## src/rtl/ps2_kbd_rx_ctrl.sv

```systemverilog
// PS/2 keyboard receive controller: pin synchronizers, 11-bit frame
// sequencer with inactivity timeout, scan-code FIFO with valid/pop drain
// and sticky frame/parity/overflow flags.
// Optional build macro: PS2_PARITY_CHECK_EN enables odd-parity checking
// (parity_err is tied low when it is not defined).
module ps2_kbd_rx_ctrl #(
    parameter int unsigned FIFO_DEPTH     = 8,
    parameter int unsigned TIMEOUT_CYCLES = 50000
) (
    input  logic                        clk,
    input  logic                        rst,
    input  logic                        ps2_clk,
    input  logic                        ps2_data,
    output logic                        code_valid,
    output logic [7:0]                  code_data,
    input  logic                        code_pop,
    output logic [$clog2(FIFO_DEPTH):0] fifo_count,
    output logic                        frame_err,
    output logic                        parity_err,
    output logic                        overflow,
    input  logic                        err_clr
);

    localparam int unsigned AW = $clog2(FIFO_DEPTH);
    localparam int unsigned CW = AW + 1;
    localparam int unsigned TW = $clog2(TIMEOUT_CYCLES + 1);

    typedef enum logic [1:0] {
        IDLE   = 2'd0,
        DATA   = 2'd1,
        PARITY = 2'd2,
        STOP   = 2'd3
    } state_e;

    // synchronizer / edge-detect stage
    logic clk_s1_q, clk_s2_q, clk_prev_q;
    logic dat_s1_q, dat_s2_q;
    logic fall_q, bit_q;

    // frame sequencer
    state_e         state_q, state_d;
    logic [7:0]     shift_q, shift_d;
    logic [2:0]     bit_cnt_q, bit_cnt_d;
    logic [TW-1:0]  tmo_q, tmo_d;
    logic           push_c;
    logic           frame_set_c;
    logic           parity_ok_c;

    // FIFO
    logic [7:0]     mem_q [FIFO_DEPTH];
    logic [AW-1:0]  wr_ptr_q, wr_ptr_d;
    logic [AW-1:0]  rd_ptr_q, rd_ptr_d;
    logic [CW-1:0]  count_q, count_d;
    logic           code_valid_q, code_valid_d;
    logic [7:0]     code_data_q, code_data_d;
    logic           pop_en_c, full_c, wr_en_c, ovf_set_c;

    // sticky flags
    logic           frame_err_q, frame_err_d;
    logic           overflow_q, overflow_d;

`ifdef PS2_PARITY_CHECK_EN
    logic           par_q, par_d;
    logic           parity_set_c;
    logic           parity_err_q, parity_err_d;
`endif

    // Two-stage synchronizers plus registered falling-edge pulse and aligned data bit
    always_ff @(posedge clk or negedge rst) begin
        if (!rst) begin
            clk_s1_q   <= 1'b1;
            clk_s2_q   <= 1'b1;
            clk_prev_q <= 1'b1;
            dat_s1_q   <= 1'b1;
            dat_s2_q   <= 1'b1;
            fall_q     <= 1'b0;
            bit_q      <= 1'b1;
        end else begin
            clk_s1_q   <= ps2_clk;
            clk_s2_q   <= clk_s1_q;
            clk_prev_q <= clk_s2_q;
            dat_s1_q   <= ps2_data;
            dat_s2_q   <= dat_s1_q;
            fall_q     <= clk_prev_q & ~clk_s2_q;
            bit_q      <= dat_s2_q;
        end
    end

`ifdef PS2_PARITY_CHECK_EN
    assign parity_ok_c = ^{shift_q, par_q};
`else
    assign parity_ok_c = 1'b1;
`endif

    // Frame sequencer next state, timeout counter and event pulses
    always_comb begin
        state_d     = state_q;
        shift_d     = shift_q;
        bit_cnt_d   = bit_cnt_q;
        tmo_d       = (state_q == IDLE) ? '0 : tmo_q + TW'(1);
        push_c      = 1'b0;
        frame_set_c = 1'b0;
`ifdef PS2_PARITY_CHECK_EN
        par_d        = par_q;
        parity_set_c = 1'b0;
`endif
        if (fall_q) begin
            tmo_d = '0;
            case (state_q)
                IDLE: begin
                    if (!bit_q) begin
                        state_d   = DATA;
                        shift_d   = '0;
                        bit_cnt_d = '0;
                    end else begin
                        frame_set_c = 1'b1;
                    end
                end
                DATA: begin
                    shift_d   = {bit_q, shift_q[7:1]};
                    bit_cnt_d = bit_cnt_q + 3'd1;
                    if (bit_cnt_q == 3'd7) begin
                        state_d = PARITY;
                    end
                end
                PARITY: begin
`ifdef PS2_PARITY_CHECK_EN
                    par_d = bit_q;
`endif
                    state_d = STOP;
                end
                STOP: begin
                    state_d = IDLE;
                    if (!bit_q) begin
                        frame_set_c = 1'b1;
                    end else if (parity_ok_c) begin
                        push_c = 1'b1;
                    end else begin
`ifdef PS2_PARITY_CHECK_EN
                        parity_set_c = 1'b1;
`endif
                    end
                end
                default: state_d = IDLE;
            endcase
        end else if ((state_q != IDLE) && (tmo_q == TW'(TIMEOUT_CYCLES - 1))) begin
            // inactivity inside a frame: abandon the partial byte
            frame_set_c = 1'b1;
            state_d     = IDLE;
            tmo_d       = '0;
        end
    end

    // FIFO pointer/count update and registered head entry
    always_comb begin
        pop_en_c  = code_pop && (count_q != '0);
        full_c    = (count_q == CW'(FIFO_DEPTH));
        wr_en_c   = push_c && (!full_c || pop_en_c);
        ovf_set_c = push_c && full_c && !pop_en_c;

        wr_ptr_d = wr_en_c  ? wr_ptr_q + AW'(1) : wr_ptr_q;
        rd_ptr_d = pop_en_c ? rd_ptr_q + AW'(1) : rd_ptr_q;
        count_d  = count_q + CW'(wr_en_c) - CW'(pop_en_c);

        code_valid_d = (count_d != '0);
        if (wr_en_c && (wr_ptr_q == rd_ptr_d)) begin
            code_data_d = shift_q;
        end else begin
            code_data_d = mem_q[rd_ptr_d];
        end

        frame_err_d = (frame_err_q & ~err_clr) | frame_set_c;
        overflow_d  = (overflow_q  & ~err_clr) | ovf_set_c;
`ifdef PS2_PARITY_CHECK_EN
        parity_err_d = (parity_err_q & ~err_clr) | parity_set_c;
`endif
    end

    // State, FIFO control and flag registers
    always_ff @(posedge clk or negedge rst) begin
        if (!rst) begin
            state_q      <= IDLE;
            shift_q      <= '0;
            bit_cnt_q    <= '0;
            tmo_q        <= '0;
            wr_ptr_q     <= '0;
            rd_ptr_q     <= '0;
            count_q      <= '0;
            code_valid_q <= 1'b0;
            code_data_q  <= '0;
            frame_err_q  <= 1'b0;
            overflow_q   <= 1'b0;
`ifdef PS2_PARITY_CHECK_EN
            par_q        <= 1'b0;
            parity_err_q <= 1'b0;
`endif
        end else begin
            state_q      <= state_d;
            shift_q      <= shift_d;
            bit_cnt_q    <= bit_cnt_d;
            tmo_q        <= tmo_d;
            wr_ptr_q     <= wr_ptr_d;
            rd_ptr_q     <= rd_ptr_d;
            count_q      <= count_d;
            code_valid_q <= code_valid_d;
            code_data_q  <= code_data_d;
            frame_err_q  <= frame_err_d;
            overflow_q   <= overflow_d;
`ifdef PS2_PARITY_CHECK_EN
            par_q        <= par_d;
            parity_err_q <= parity_err_d;
`endif
        end
    end

    // FIFO storage
    always_ff @(posedge clk or negedge rst) begin
        if (!rst) begin
            for (int unsigned i = 0; i < FIFO_DEPTH; i++) begin
                mem_q[i] <= '0;
            end
        end else if (wr_en_c) begin
            mem_q[wr_ptr_q] <= shift_q;
        end
    end

    assign code_valid = code_valid_q;
    assign code_data  = code_data_q;
    assign fifo_count = count_q;
    assign frame_err  = frame_err_q;
    assign overflow   = overflow_q;
`ifdef PS2_PARITY_CHECK_EN
    assign parity_err = parity_err_q;
`else
    assign parity_err = 1'b0;
`endif

endmodule

```

## config.mk

```make
export PLATFORM = sky130hd
export DESIGN_NAME = ps2_kbd_rx_ctrl
export DESIGN_NICKNAME = d
export VERILOG_FILES = /design/src/rtl/ps2_kbd_rx_ctrl.sv
export SDC_FILE = /design/constraint.sdc
export NUM_CORES = 1
export LEC_CHECK = 0
export BUFFER_PORTS_ARGS = -buffer_cell sky130_fd_sc_hd__buf_2
export CORE_MARGIN = 1.5
export CORE_UTILIZATION = 50
export CTS_CLUSTER_DIAMETER = 200
export DETAILED_ROUTE_END_ITERATION = 10
export PLACE_DENSITY_LB_ADDON = 0.08
export SYNTH_ARGS = -nofsm -noshare
export SYNTH_HDL_FRONTEND = slang
export SYNTH_SLANG_ARGS = --single-unit
```

## constraint.sdc

```tcl
create_clock -name clk -period 2.55 [get_ports clk]
set_clock_uncertainty 0.1 [all_clocks]
set_input_delay 0.255 -clock clk [delete_from_list [all_inputs] [get_ports clk]]
set_output_delay 0.255 -clock clk [all_outputs]
set_load 0.005 [all_outputs]
```

==> results.yml <==
timing:
  max_freq_mhz: 365
  period_needed_ns: 2.74
  slew-limit-headroom: 0.530
  tightestPinTransition_ns: 0.705
  rsz0062_at_grt: "true"
  finalHoldViolations: 0
  finalCritPeriodShare: 1.08
  finalMaxSlewViolations: 0
  setup-violations-final: 9
  fin_ws_ns: -0.193
floorplan:
  initial_core_util: 0.522
  core.rowCount: 38
  die_w_um: 110
  core_um2: 11000
  io_pins: 22
  die_y_um: 110
  die-area_um2: 12200
critical_path:
  cp.required_ns: 2.73
  crit_path_cell_trace: "inv_2 -> ha_4 -> or3b_4 -> nor2_1 -> nor2_1 -> o21ai_1 -> ha_2 -> inv_2 -> fa_1 -> inv_1 -> or4_4"
  cpPeakStageDelay_ns: 0.50
  r2r_cells: 11
  r2r-start: "fifo_count[2]"
  critPathKind: "register to register"
  crit_family: "simple AND/OR/NAND/NOR gates"
  reg2reg_to: "code_valid"
  arrival_ns: 2.92
  critPathLaunchType: "register"
  crit_buf_inv: 3
  end_kind: "register"
  crit_path_top_delay_cell: "or4_4"
  cp_max_fo: 3
  r2r_setup_slack_ns: -0.19
finish:
  diodes: 0
  regArea_um2: 3040
  fin_cells: 676
  final_net_count: 544
  multi_input_area_um2: 2620
  drive_gt1_frac: 0.373
  fillers: 881
  area_growth_pct: 21.9
  fin_util: 0.636
clock_network:
  clockBufferDepth: 2
  root_buffer: "clkbuf_16"
  cts_tree: "built"
  clk_pin_slew_worst_paths_ns: 0.05
  numCtsBuffers: 17
  clock-sinks: 121
  htree_levels: 4
  insertion_delay_ns: 0.41
grt:
  met2_usage: 0.320
  busiest_layer: "met2"
  global_route.usage.total: 0.203
  grt_pass1_wl_mm: 18.3
  grt_max_degree: 44
  grt.overflow.total: 0
  grt_pass1_vias: 3687
  met1_usage: 0.267
  grtUsageMet3: 0.0635
  antenna_found_initial: 0
job:
  cap_violations: 0
power:
  peakVddDrop_mv: 0.710
  pwr-share-clk: 0.322
  p_leak_nw: 3.38
  power_frac_seq: 0.327
  p_switching_mw: 1.92
  p_per_area_nw_per_um2: 960
  internal-power_mw: 4.81
  swShare: 0.285
  power.share.combinational: 0.352
drt:
  ant_nets: 0
  routedWlPerCell_um: 16.3
  drc: 0
  vias_per_cell: 5.29
  wirelength_mm: 11.0
  first_iter_violations: 146
  dr.pass1.iters: 4
  num_vias: 3577
worst_hold_path:
  whs_path_depth: 3
  hp-class: "input pin to register"
  min_to: "rd_ptr_q[1]"
  hold_start: "code_pop"
place:
  numPortBuffers: 20
  place_congestion: 0.793
  dp_cells: 635
  dp_hpwl_mm: 7.47
yosys:
  ys_types: 48
  synth_seq_cells: 121
  ys_seq_area_frac: 0.528
  yosys.area.top_type: "dfrtp_1"
  yosys-top-cells-area: "dfrtp_1, mux2_2, mux2i_1, mux2_1, ha_1"
  syn_area_um2: 5750
  syn_inst: 457
  syn_avg_cell_area_um2: 12.6
  synthFlopType: "dfrtp_1"
  yosys_warnings: 0
  syn_nets: 478
  postSynth.asyncResetShare: 1.00
  synth_top_area_frac: 0.500
  synth_enable_flop_cells: 0
status:
  violations: "setup timing"
  status: "finished, violations left"
==> placed cells by master, fill, tap and decap left out, types with 7 or more instances in the layout <==
| master | synthesis | routed |
|---|---|---|
| mux2_2 | 57 | 57 |
| buf_2 | 2 | 19 |
| nor2_1 | 25 | 25 |
| dfrtp_1 | 115 | 115 |
| buf_4 | 1 | 42 |
| mux2i_1 | 32 | 25 |
| a221oi_2 | 9 | 9 |
| mux2_4 | 0 | 8 |
| clkbuf_16 | 0 | 18 |
| xor2_1 | 10 | 9 |
| nand3_1 | 9 | 9 |
| mux2i_2 | 0 | 7 |
| xnor2_1 | 8 | 7 |
| nand2_1 | 34 | 34 |
| a22o_1 | 9 | 9 |
| inv_1 | 14 | 11 |
| o21ai_0 | 19 | 17 |
| ha_1 | 14 | 12 |
| clkbuf_1 | 17 | 8 |
| mux2_1 | 16 | 8 |
==> flip-flops by register name, indices dropped and copies added, names as in the netlist, 2 cells and up <==
register,flops
rd_ptr_q,3
state_q,2
tmo_q,16
bit_cnt_q,3
code_data,8
fifo_count,4
wr_ptr_q,3
shift_q,8
mem_q,64
==> cell type report <==
class | count | share of cell area
Timing Repair Buffer | 73 | 0.0853
Clock inverter | 5 | 0.00714
Inverter | 14 | 0.00749
Multi-Input combinational cell | 296 | 0.373
Tap cell | 140 | 0.0250
Clock buffer | 27 | 0.0689
Sequential cell | 121 | 0.433
==> metal layers <==
metal | part of all wire | vias to the layer above | routed length, µm
li1 | - | 1743 | -
met5 | 0 | - | 0
met3 | 0.029 | 9 | 325
met1 | 0.47 | 1785 | 5180
met4 | 0.010 | 0 | 110
met2 | 0.49 | 40 | 5410
==> worst register-to-register path: stages (launching register included) <==
cell     delay, ns
dfrtp_1       0.38
inv_2         0.08
ha_4          0.14
or3b_4        0.39
nor2_1        0.09
nor2_1        0.05
o21ai_1       0.12
ha_2          0.20
inv_2         0.04
fa_1          0.47
inv_1         0.05
or4_4         0.50
==> cells in the mapped netlist (5+ instances only) <==
| cell | instances |
|---|---|
| nand3_1 | 9 |
| ha_1 | 14 |
| dfrtp_1 | 115 |
| nand2b_1 | 5 |
| mux2i_1 | 32 |
| clkbuf_1 | 17 |
| nand2_1 | 34 |
| mux2_2 | 57 |
| a221oi_2 | 9 |
| o21ai_0 | 19 |
| xor2_1 | 10 |
| mux2_1 | 16 |
| a21oi_1 | 5 |
| dfstp_2 | 6 |
| a22o_1 | 9 |
| inv_1 | 14 |
| nor2_1 | 25 |
| and3_1 | 6 |
| xnor2_1 | 8 |
==> through the flow <==
step           setup slack [ns]  hold slack (ns)  power, mW  TNS [ns]  area [µm²]
2_1_floorplan            -0.238           -0.141       3.68     -1.30        5800
3_3_place_gp             -0.163            0.183       4.34    -0.876        6300
3_5_place_dp             -0.240            0.193       4.38     -1.28        6300
4_1_cts                  -0.185            0.195       6.68     -1.20        6940
5_1_grt                  -0.307            0.238       7.14     -2.41        7010
6_report                 -0.193            0.215       6.73     -1.60        7010
==> how the worst max path moves through the flow <==
stage               slack, ns           from  depth (start not counted)         end
floorplan               -0.24  fifo_count[3]                         12  code_valid
global placement        -0.16  fifo_count[2]                         11  code_valid
detailed placement      -0.24  fifo_count[2]                         11  code_valid
CTS                     -0.19  fifo_count[2]                         11  code_valid
global route            -0.31  fifo_count[2]                         11  code_valid
finish                  -0.19  fifo_count[2]                         11  code_valid
==> cells by family (layout without fill, tap and decap cells) <==
family | count (synthesis) | after routing | share of synthesized area
muxes | 105 | 105 | 0.199
other | 1 | 1 | 0.000652
AOI/OAI and AO/OA | 53 | 53 | 0.0794
adders and majority gates | 15 | 15 | 0.0339
DFF | 121 | 121 | 0.528
buffers and inverters | 40 | 119 | 0.0355
xor gates and xnor gates | 19 | 19 | 0.0322
and+or+nand+nor | 103 | 103 | 0.0922
==> power by group through the flow <==
stage | clock network [mW] | logic [mW] | registers [mW]
3_5_place_dp | 0 | 2.15 | 2.23
2_1_floorplan | 0 | 1.47 | 2.21
3_3_place_gp | 0 | 2.11 | 2.23
4_1_cts | 2.22 | 2.27 | 2.20
6_report | 2.16 | 2.37 | 2.20
5_1_grt | 2.32 | 2.60 | 2.22
==> repair_timing <==
item	in CTS	in global routing
gates cloned	0	1
endpoints found under the setup margin	9	34
pin swaps	5	2
buffers inserted	3	1
hold buffers	4	0
endpoints found under the hold margin	45	0
gates resized for setup	11	4
Power figures use the tool's default switching activity.
